`src/rtl/sipo_pkg.sv`:
```
// Shared definitions for the serial/parallel lane converters: bit-order
// encodings, default geometry and a constant-context clog2 helper.
package sipo_pkg;

   localparam logic ORDER_MSB = 1'b1;
   localparam logic ORDER_LSB = 1'b0;

   localparam int DEFAULT_WIDTH = 8;
   localparam int DEFAULT_LANES = 1;
   localparam int BEATS         = DEFAULT_WIDTH / DEFAULT_LANES;

   function automatic int clog2(input int value);
      int result;
      int v;
      result = 0;
      v      = value - 1;
      while (v > 0) begin
         result = result + 1;
         v      = v >> 1;
      end
      return result;
   endfunction

endpackage

```
`src/rtl/sipo_out_reg.sv`:
```
// WIDTH-bit valid/ready holding register; a load is only issued by the
// owner when the register is free, so data never moves while stalled.
module sipo_out_reg #(
   parameter int WIDTH = 8
) (
   input  logic             clk,
   input  logic             reset,
   input  logic             load,
   input  logic [WIDTH-1:0] load_data,
   input  logic             out_ready,
   output logic             out_valid,
   output logic [WIDTH-1:0] data
);

   always_ff @(posedge clk) begin
      if (reset) begin
         data      <= '0;
         out_valid <= 1'b0;
      end else if (load) begin
         data      <= load_data;
         out_valid <= 1'b1;
      end else if (out_valid && out_ready) begin
         out_valid <= 1'b0;
      end
   end

endmodule

```
`src/rtl/serial_to_parallel_mlane.sv`:
```
// Multi-lane deserialiser: shifts LANES bits per accepted beat into a
// WIDTH-bit word and hands completed words to a valid/ready output register.
module serial_to_parallel_mlane
   import sipo_pkg::*;
#(
   parameter  int WIDTH = 8,
   parameter  int LANES = 1,
   localparam int CW    = clog2(WIDTH / LANES) + 1
) (
   input  logic             clk,
   input  logic             reset,
   input  logic [LANES-1:0] serial_in,
   input  logic             in_valid,
   output logic             in_ready,
   input  logic             msb_first,
   input  logic             flush,
   output logic [WIDTH-1:0] parallel_out,
   output logic             out_valid,
   input  logic             out_ready,
   output logic [CW-1:0]    beat_count
);

   localparam int WORD_BEATS = WIDTH / LANES;

   logic [WIDTH-1:0] sr;
   logic [WIDTH-1:0] shift_msb;
   logic [WIDTH-1:0] shift_lsb;
   logic [WIDTH-1:0] shifted;
   logic [WIDTH-1:0] load_data;
   logic [CW-1:0]    count_inc;
   logic             order_q;
   logic             beat_order;
   logic             pending;
   logic             accept;
   logic             word_done;
   logic             out_free;
   logic             load;

   // A single-beat word has nothing to keep from the old contents.
   if (WIDTH == LANES) begin : g_single
      assign shift_msb = serial_in;
      assign shift_lsb = serial_in;
   end else begin : g_multi
      assign shift_msb = {sr[WIDTH-LANES-1:0], serial_in};
      assign shift_lsb = {serial_in, sr[WIDTH-1:LANES]};
   end

   assign in_ready = !pending;
   assign accept   = in_valid && in_ready;

   always_comb begin
      beat_order = (beat_count == '0) ? msb_first : order_q;
      shifted    = (beat_order == ORDER_MSB) ? shift_msb : shift_lsb;
      count_inc  = beat_count + CW'(1);
      word_done  = (count_inc == CW'(WORD_BEATS));
      out_free   = !out_valid || out_ready;
      load       = (pending && out_ready) || (accept && !flush && word_done && out_free);
      load_data  = pending ? sr : shifted;
   end

   // A pending word blocks input and ignores flush until the consumer drains the output.
   always_ff @(posedge clk) begin
      if (reset) begin
         sr         <= '0;
         beat_count <= '0;
         order_q    <= ORDER_MSB;
         pending    <= 1'b0;
      end else if (pending) begin
         if (out_ready) begin
            pending    <= 1'b0;
            beat_count <= '0;
         end
      end else if (flush) begin
         sr         <= '0;
         beat_count <= '0;
      end else if (accept) begin
         sr <= shifted;
         if (beat_count == '0) begin
            order_q <= msb_first;
         end
         if (word_done && out_free) begin
            beat_count <= '0;
         end else begin
            beat_count <= count_inc;
            if (word_done) begin
               pending <= 1'b1;
            end
         end
      end
   end

   sipo_out_reg #(
      .WIDTH(WIDTH)
   ) u_out_reg (
      .clk       (clk),
      .reset     (reset),
      .load      (load),
      .load_data (load_data),
      .out_ready (out_ready),
      .out_valid (out_valid),
      .data      (parallel_out)
   );

endmodule

```
`config.mk`:
```
export PLATFORM = sky130hd
export DESIGN_NAME = serial_to_parallel_mlane
export DESIGN_NICKNAME = d
export VERILOG_FILES = /design/src/rtl/sipo_pkg.sv /design/src/rtl/sipo_out_reg.sv /design/src/rtl/serial_to_parallel_mlane.sv
export SDC_FILE = /design/constraint.sdc
export NUM_CORES = 1
export LEC_CHECK = 0
export CAP_MARGIN = 10
export CORE_UTILIZATION = 50
export CTS_CLUSTER_SIZE = 24
export DETAILED_ROUTE_END_ITERATION = 16
export PLACE_DENSITY = 0.75
export SYNTH_ARGS = -nofsm -noshare
export SYNTH_HDL_FRONTEND = slang
export SYNTH_SLANG_ARGS = --single-unit
```
`constraint.sdc`:
```
create_clock -name clk -period 4.9 [get_ports clk]
set_input_delay 0.98 -clock clk [delete_from_list [all_inputs] [get_ports clk]]
set_output_delay 0.98 -clock clk [all_outputs]
set_load 0.05 [all_outputs]
```
Word level (Yosys, flattened, before mapping)

Cells that the tools add are included.

Bits in registers: 23
Latch bits: 0
RAM bits: 0
Bits in read-only memories: 0
Input bits: 7
Logic and storage cells: 48
Memories: 0

Add/sub/neg operators: 1
$mul: 0
Div/mod/pow operators: 0
$lt $le $gt $ge: 0
Eq/ne operators: 2
Shift-type cells: 0
Multiplexer cells: 18
Bitwise logic cells: 2
Reductions and logical operators: 19

Operators with widths:

| operator                                                      | number |
|---|---|
| 8-bit two-way mux                                             | 4 |
| 4-bit two-way mux                                             | 5 |
| 1-bit two-way mux                                             | 9 |
| 1-bit logical AND                                             | 7 |
| 4-bit by 1-bit adder with 4-bit output, second input constant | 1 |
| 4-bit equality test, second input constant                    | 1 |
| 4-bit zero test                                               | 1 |
| 2-bit AND reduction                                           | 2 |
| 2-bit nonzero test                                            | 2 |
| 1-bit zero test                                               | 3 |
| 3-bit AND reduction                                           | 1 |
| 3-bit nonzero test                                            | 1 |
| 1-bit logical OR                                              | 2 |
| 2-bit inequality test, second input constant                  | 1 |
| 1-bit inverter                                                | 2 |

Logic depth before layout (Yosys ltp)

Gate-level depths: netlist (run 1).

Depth in word-level cells: 7
Depth in mapped cells: 6

Cells and area by module

From an unflattened synthesis (run 1), not the netlist that was laid out.

Cells, all modules: 129
Area, all modules: 1336.3 um^2

By module, submodules not included:

| module                   | times used | cells each | area an instance (um^2) | sequential area each (um^2) |
|---|---|---|---|---|
| serial_to_parallel_mlane | 1          | 99         | 1014.7                  | 280.3 |
| sipo_out_reg             | 1          | 30         | 321.6                   | 180.2 |

Least setup slack after synthesis (run 1)

OpenSTA, ideal clock, no wires.

Path kind: register -> register
From: register beat_count[0]
To: register order_q
Arrival time: 1.992 ns
Data required time: 4.780 ns
Path slack: 2.788 ns
Cell stages (with the launch flop): 7
Buffers on the path: 0
Cells stage by stage: dfxtp_1 > inv_1 > ha_1 > or3b_4 > mux2i_4 > nor2_1 > a211o_1

Cells in the longest elaborated chain, start to end: 2

Ends and longest elaborated chain:

| what                     | line                           | RTL |
|---|---|---|
| start: declaration       | serial_to_parallel_mlane.sv:20 | `output logic [CW-1:0] beat_count` |
| start signal: assignment | serial_to_parallel_mlane.sv:84 | `beat_count <= count_inc;` |
| 4-bit zero test          | serial_to_parallel_mlane.sv:78 | `if (beat_count == '0) begin` |
| 1-bit two-way mux        | --                             |  |
| end signal: assignment   | serial_to_parallel_mlane.sv:79 | `order_q <= msb_first;` |
| end: declaration         | serial_to_parallel_mlane.sv:31 | `logic order_q;` |

Every way passes these cells.
A chain may end at the register's enable or synchronous reset.

Final worst setup path (run 1)

From: register pending
To: output port in_ready

Cells in the longest elaborated chain, start to end: 1

Ends and longest elaborated chain:

| what                     | line                           | RTL |
|---|---|---|
| start: declaration       | serial_to_parallel_mlane.sv:33 | `logic pending;` |
| start signal: assignment | serial_to_parallel_mlane.sv:67 | `pending <= 1'b0;` |
| start signal: assignment | serial_to_parallel_mlane.sv:70 | `pending <= 1'b0;` |
| start signal: assignment | serial_to_parallel_mlane.sv:86 | `pending <= 1'b1;` |
| 1-bit zero test          | serial_to_parallel_mlane.sv:48 | `assign in_ready = !pending;` |
| end: declaration         | serial_to_parallel_mlane.sv:14 | `output logic in_ready,` |

Every way passes these cells.

==> flow_metrics.env, run 1 <==
export IMPL_die_w_um=51.9
export IMPL_rrSetupSlack_ns=2.84
export IMPL_drc_errors=0
export IMPL_holdPathStages=1
export IMPL_cp_required_ns=3.92
export IMPL_grt_pass1_wl_um=4600
export IMPL_synth_cells=130
export IMPL_met1Wirelength_um=1370
export IMPL_cts_hold_buf=0
export IMPL_power_uw=336
export IMPL_start_kind="flip-flop"
export IMPL_worst_slew_margin_rel_pct=49.2
export IMPL_setup_viol=0
export IMPL_num_rows=17
export IMPL_reg2reg_from="pending$_SDFF_PP0_"
export IMPL_rsz0062_at_grt="false"
export IMPL_path_clk_slew_ns=0.12
export IMPL_wl_um=2700
export IMPL_rr_endpoint="u_out_reg.data[6]$_SDFFE_PP0P_"
export IMPL_p_per_area_mw_per_mm2=228
export IMPL_avgSynthCellArea_um2=9.56
export IMPL_grt_max_degree=23
export IMPL_io_pins=21
export IMPL_skew_ns=0.00303
export IMPL_nNetsFinal=158
export IMPL_clock_fmax_mhz=330
export IMPL_synth_ff_type="dfxtp_1"
export IMPL_synth_area_leader_cell="dfxtp_1"
export IMPL_area_growth_pct=18.5
export IMPL_finalHoldViolCount=0
export IMPL_min_period_ns=3.03
export IMPL_dieArea_mm2=0.00269
export IMPL_chipHeight_um=51.9
export IMPL_fp_coreArea_mm2=0.00228
export IMPL_dpl_hpwl_um=1940
export IMPL_final_cell_mix="dfxtp_1, clkdlybuf4s50_1, o2bb2ai_1"
export IMPL_numClockSinks=23
export IMPL_critical_path_class="flip-flop to output pin"
export IMPL_setup_tns_ns=0
export IMPL_syn_num_nets=139
export IMPL_grt_pass1_vias=1029
export IMPL_root_buffer="clkbuf_4"
export IMPL_start_util_pct=54.6
export IMPL_tritoncts="done"
export IMPL_cts_resized=0
export IMPL_maxUsedRoutingLayer="met4"
export IMPL_wl_met2_um=1210
export IMPL_cts_max_level=1
export IMPL_hp_start="u_out_reg.data[7]$_SDFFE_PP0P_"
export IMPL_ff_latch_area_um2=460
export IMPL_wl_met3_um=94
export IMPL_grt_usage_pct=22.8
export IMPL_cts_setup_buffers=0
export IMPL_vias_per_cell=6.22
export IMPL_ir_worst_vdd_uv=230
export IMPL_ys_ff_latch=23
export IMPL_synth_cell_types=35
export IMPL_multiInputGateArea_um2=702
export IMPL_finalCritPeriodShare_pct=61.9
export IMPL_n_antenna_cell=0
export IMPL_nFillCells=193
export IMPL_cts_buffer_depth=2
export IMPL_holdPathEnd="u_out_reg.data[7]$_SDFFE_PP0P_"
export IMPL_netlist_area_leader_share_pct=37.1
export IMPL_tightest_slew_ns=0.760
export IMPL_worstPathMaxFanout=22
export IMPL_drtPass1Iterations=4
export IMPL_netlist_area_mm2=0.00124
export IMPL_end_kind="output pin"
export IMPL_cts_buffers=3
export IMPL_synthArstFlopShare_pct=0
export IMPL_synth_edf_count=0
export IMPL_synth_warnings=0
export IMPL_final_common_cell="dfxtp_1"
export IMPL_clk_insertion_delay_late_ns=0.31
export IMPL_num_vias=1094
export IMPL_grt_antenna_before_repair=0
export IMPL_wl_per_cell_um=15.3
export IMPL_cp_arrival_ns=2.05
export IMPL_ant_nets=0
export IMPL_min_path_type="flip-flop to flip-flop"
export IMPL_ff2ff_path_depth=4
export IMPL_drive_gt1_share_pct=7.43
export IMPL_leakagePower_uw=0.000480
export IMPL_gp_congestion=0.810
export IMPL_yosysSeqAreaShare_pct=37.1
export IMPL_max_cap_violations=0
export IMPL_drtIter0Drc=33
export IMPL_grt_overflow=0
export IMPL_port_buffers=20
export IMPL_slew_viol_final=0
export IMPL_status="finished clean"
export IMPL_synth_area_leaders="dfxtp_1, o2bb2ai_1, mux2i_1, a32oi_1, o221ai_1"
-- worst max-delay path: stages, from the launching register on --
cell	delay [ns]
dfxtp_1	0.83
inv_1	0.17
clkdlybuf4s50_1	0.74
-- cell usage after synthesis, types with 2 or more instances --
library cell  number
dfxtp_1           23
o2bb2ai_1         15
inv_1             13
nor2_1            10
a32oi_1            8
mux2i_1            8
o221ai_1           8
clkbuf_1           4
nand2_1            4
a21oi_1            3
nand3_1            3
nor3_1             3
o21ai_0            3
ha_1               2
nand2b_1           2
nor4b_1            2
-- power breakdown --
group	switching [µW]	total [µW]	internal, µW	leakage (µW)
Combinational	30.9	57.8	26.9	0.000279
Sequential	2.57	191	189	0.000186
Clock	55.4	87.1	31.8	0.0000150
-- cell type report --
cell class / instances / area share [%]
Multi-Input combinational cell: 88 / 47.7
Sequential cell: 23 / 31.3
Timing Repair Buffer: 20 / 13.6
Inverter: 13 / 3.31
Tap cell: 28 / 2.38
Clock buffer: 4 / 1.78
-- per-stage QoR --
step                      area (µm²)  hold slack, ns  utilization (%)  std cells  setup WS (ns)
after global routing            1470           0.500             64.7        176           1.74
after global placement          1450           0.445             63.6        172           2.15
final                           1470           0.482             64.7        176           1.87
after detailed placement        1450           0.446             63.6        172           2.08
after floorplan                 1240           0.473                -        130           2.79
after CTS                       1470           0.484             64.7        176           1.87
-- state kept, by name (all words and copies together), names as in the netlist --
signal               flops
beat_count               4
order_q                  1
pending                  1
sr                       8
u_out_reg.data           8
u_out_reg.out_valid      1
-- layer usage --
metal / GRT usage, % / vias up
li1: - / 539
met1: 30.7 / 526
met2: 35.9 / 25
met3: 6.14 / 4
met4: 5.41 / 0
met5: 0 / -
-- cell families after synthesis --
family	share of synthesized area, %
AOI/OAI and AO/OA	30.5
and+or+nand+nor	14.8
DFF	37.1
buffers and inverters	6.44
muxes	9.16
adders and majority gates	2.01
-- worst max path at each step --
stage | end | slack, ns | depth (start not counted) | from
after floorplan | order_q$_SDFFE_PP1P_ | 2.79 | 6 | beat_count[0]$_SDFFE_PP0P_
after global placement | u_out_reg.data[6]$_SDFFE_PP0P_ | 2.15 | 5 | flush
after detailed placement | u_out_reg.data[6]$_SDFFE_PP0P_ | 2.08 | 5 | flush
after CTS | in_ready | 1.87 | 2 | pending$_SDFF_PP0_
after global routing | in_ready | 1.74 | 2 | pending$_SDFF_PP0_
final | in_ready | 1.87 | 2 | pending$_SDFF_PP0_
Power figures use the tool's default switching activity.
==> run 2, diff against run 1 <==
Clock period 4.9 ns to 3.1 ns, I/O delays scaled along.
==> run 2 against run 1 <==
Hold slack got worse by 0.0063 ns; wire length rose by 1.0%; clock skew grew 0.0028 ns; sequential power up 59%; die area did not move; critical path type unchanged.
==> flow_metrics.env, run 2 (same netlist as run 1, synthesis figures left out) <==
export IMPL_status="finished clean"
export IMPL_n_antenna_cell=0
export IMPL_dp_cells=174
export IMPL_cts_buffer_depth=2
export IMPL_end_kind="output pin"
export IMPL_chipHeight_um=51.9
export IMPL_num_vias=1104
export IMPL_max_cap_violations=0
export IMPL_p_per_area_mw_per_mm2=356
export IMPL_drive_gt1_share_pct=8.67
export IMPL_grt_pass1_vias=1015
export IMPL_clk_insertion_delay_late_ns=0.31
export IMPL_cts_buffers=3
export IMPL_tightest_slew_ns=0.538
export IMPL_drc_errors=0
export IMPL_cp_top_family="buffers and inverters"
export IMPL_nNetsFinal=160
export IMPL_fp_coreArea_mm2=0.00228
export IMPL_crit_path_max_incr_delay_ns=0.88
export IMPL_worst_slew_margin_rel_pct=64.0
export IMPL_dpl_hpwl_um=1950
export IMPL_cp_arrival_ns=1.74
export IMPL_final_cell_mix="dfxtp_1, clkdlybuf4s50_1, o2bb2ai_1"
export IMPL_port_buffers=20
export IMPL_finalInstanceArea_mm2=0.00149
export IMPL_wl_per_cell_um=15.3
export IMPL_numClockSinks=23
export IMPL_grt_max_degree=22
export IMPL_cts_resized=0
export IMPL_skew_ns=0.00585
export IMPL_clock_fmax_mhz=423
export IMPL_setup_tns_ns=0
export IMPL_dp_slack_ns=0.656
export IMPL_leakagePower_uw=0.000490
export IMPL_hold_slack_ns=0.476
export IMPL_fin_ws_ns=0.735
export IMPL_cp_required_ns=2.48
export IMPL_min_period_ns=2.36
export IMPL_vias_per_cell=6.20
export IMPL_gp_congestion=0.813
export IMPL_grt_usage_pct=23.6
export IMPL_cts_max_level=1
export IMPL_grt_pass1_wl_um=4770
export IMPL_setup_viol=0
export IMPL_grt_antenna_before_repair=0
export IMPL_dieArea_mm2=0.00269
export IMPL_cts_setup_buffers=0
export IMPL_finalHoldViolCount=0
export IMPL_wl_um=2730
export IMPL_die_w_um=51.9
export IMPL_drtPass1Iterations=4
export IMPL_slew_viol_final=0
export IMPL_ant_nets=0
export IMPL_cts_hold_buf=0
export IMPL_placed_cell_area_mm2=0.00146
export IMPL_instances_no_fill=178
export IMPL_area_growth_pct=19.7
export IMPL_io_pins=21
export IMPL_start_util_pct=54.6
export IMPL_reg_largest_list="sr: 8 flops, u_out_reg.data: 8 flops, beat_count: 4 flops"
export IMPL_crit_path_top_delay_cell="clkdlybuf4s50_1"
export IMPL_critical_path_class="flip-flop to output pin"
export IMPL_tritoncts="done"
export IMPL_finalCritPeriodShare_pct=76.3
export IMPL_grt_overflow=0
export IMPL_final_common_cell="dfxtp_1"
export IMPL_start_kind="flip-flop"
export IMPL_num_rows=17
export IMPL_ir_worst_vdd_uv=307
export IMPL_min_path_type="flip-flop to flip-flop"
export IMPL_worstPathMaxFanout=9
export IMPL_root_buffer="clkbuf_4"
export IMPL_path_buf_inv=1
export IMPL_drtIter0Drc=44
export IMPL_path_clk_slew_ns=0.12
export IMPL_crit_chain="clkdlybuf4s50_1"
export IMPL_rsz0062_at_grt="false"
==> run 2: path summary, 6_finish.rpt <==
path / end / start / cells after the start / slack [ns]
min reg2reg: u_out_reg.data[7]$_SDFFE_PP0P_ / u_out_reg.data[7]$_SDFFE_PP0P_ / 1 / 0.48
max: beat_count[2] / beat_count[2]$_SDFFE_PP0P_ / 1 / 0.74
max reg2reg: u_out_reg.data[6]$_SDFFE_PP0P_ / beat_count[0]$_SDFFE_PP0P_ / 6 / 1.17
min: u_out_reg.data[7]$_SDFFE_PP0P_ / u_out_reg.data[7]$_SDFFE_PP0P_ / 1 / 0.48
==> run 2: cell type report <==
| cell class | count | area (µm²) |
|---|---|---|
| fill | 184 | 788 |
| multi-input combinational | 88 | 702 |
| sequential | 23 | 460 |
| timing repair buffer | 22 | 215 |
| inverter | 13 | 48.8 |
| tap | 28 | 35.0 |
| clock buffer | 4 | 26.3 |
==> run 2: report_power, final <==
part / total (µW) / internal (µW) / switching (µW)
registers: 303 / 299 / 4.11
logic: 91.7 / 42.6 / 49.1
clock network: 136 / 50.3 / 85.7
total: 530 / 391 / 139
==> run 2: per-stage QoR <==
step / power [µW] / util (%)
2_1_floorplan: 376 / -
3_3_place_gp: 398 / 64.2
3_5_place_dp: 401 / 64.2
4_1_cts: 535 / 65.4
5_1_grt: 553 / 65.4
6_report: 530 / 65.4
==> run 2: metal layers <==
metal	share of wire [%]	GRT usage, %
met5	0	0
met4	0.55	5.86
met3	5.8	5.56
met2	45	35.9
met1	48	33.3
==> run 2: worst register-to-register path, stage by stage (launching register included) <==
cell	delay, ns
dfxtp_1	0.36
inv_1	0.10
ha_1	0.18
nor4b_4	0.45
a22oi_2	0.25
o221ai_1	0.21
a2bb2o_1	0.29
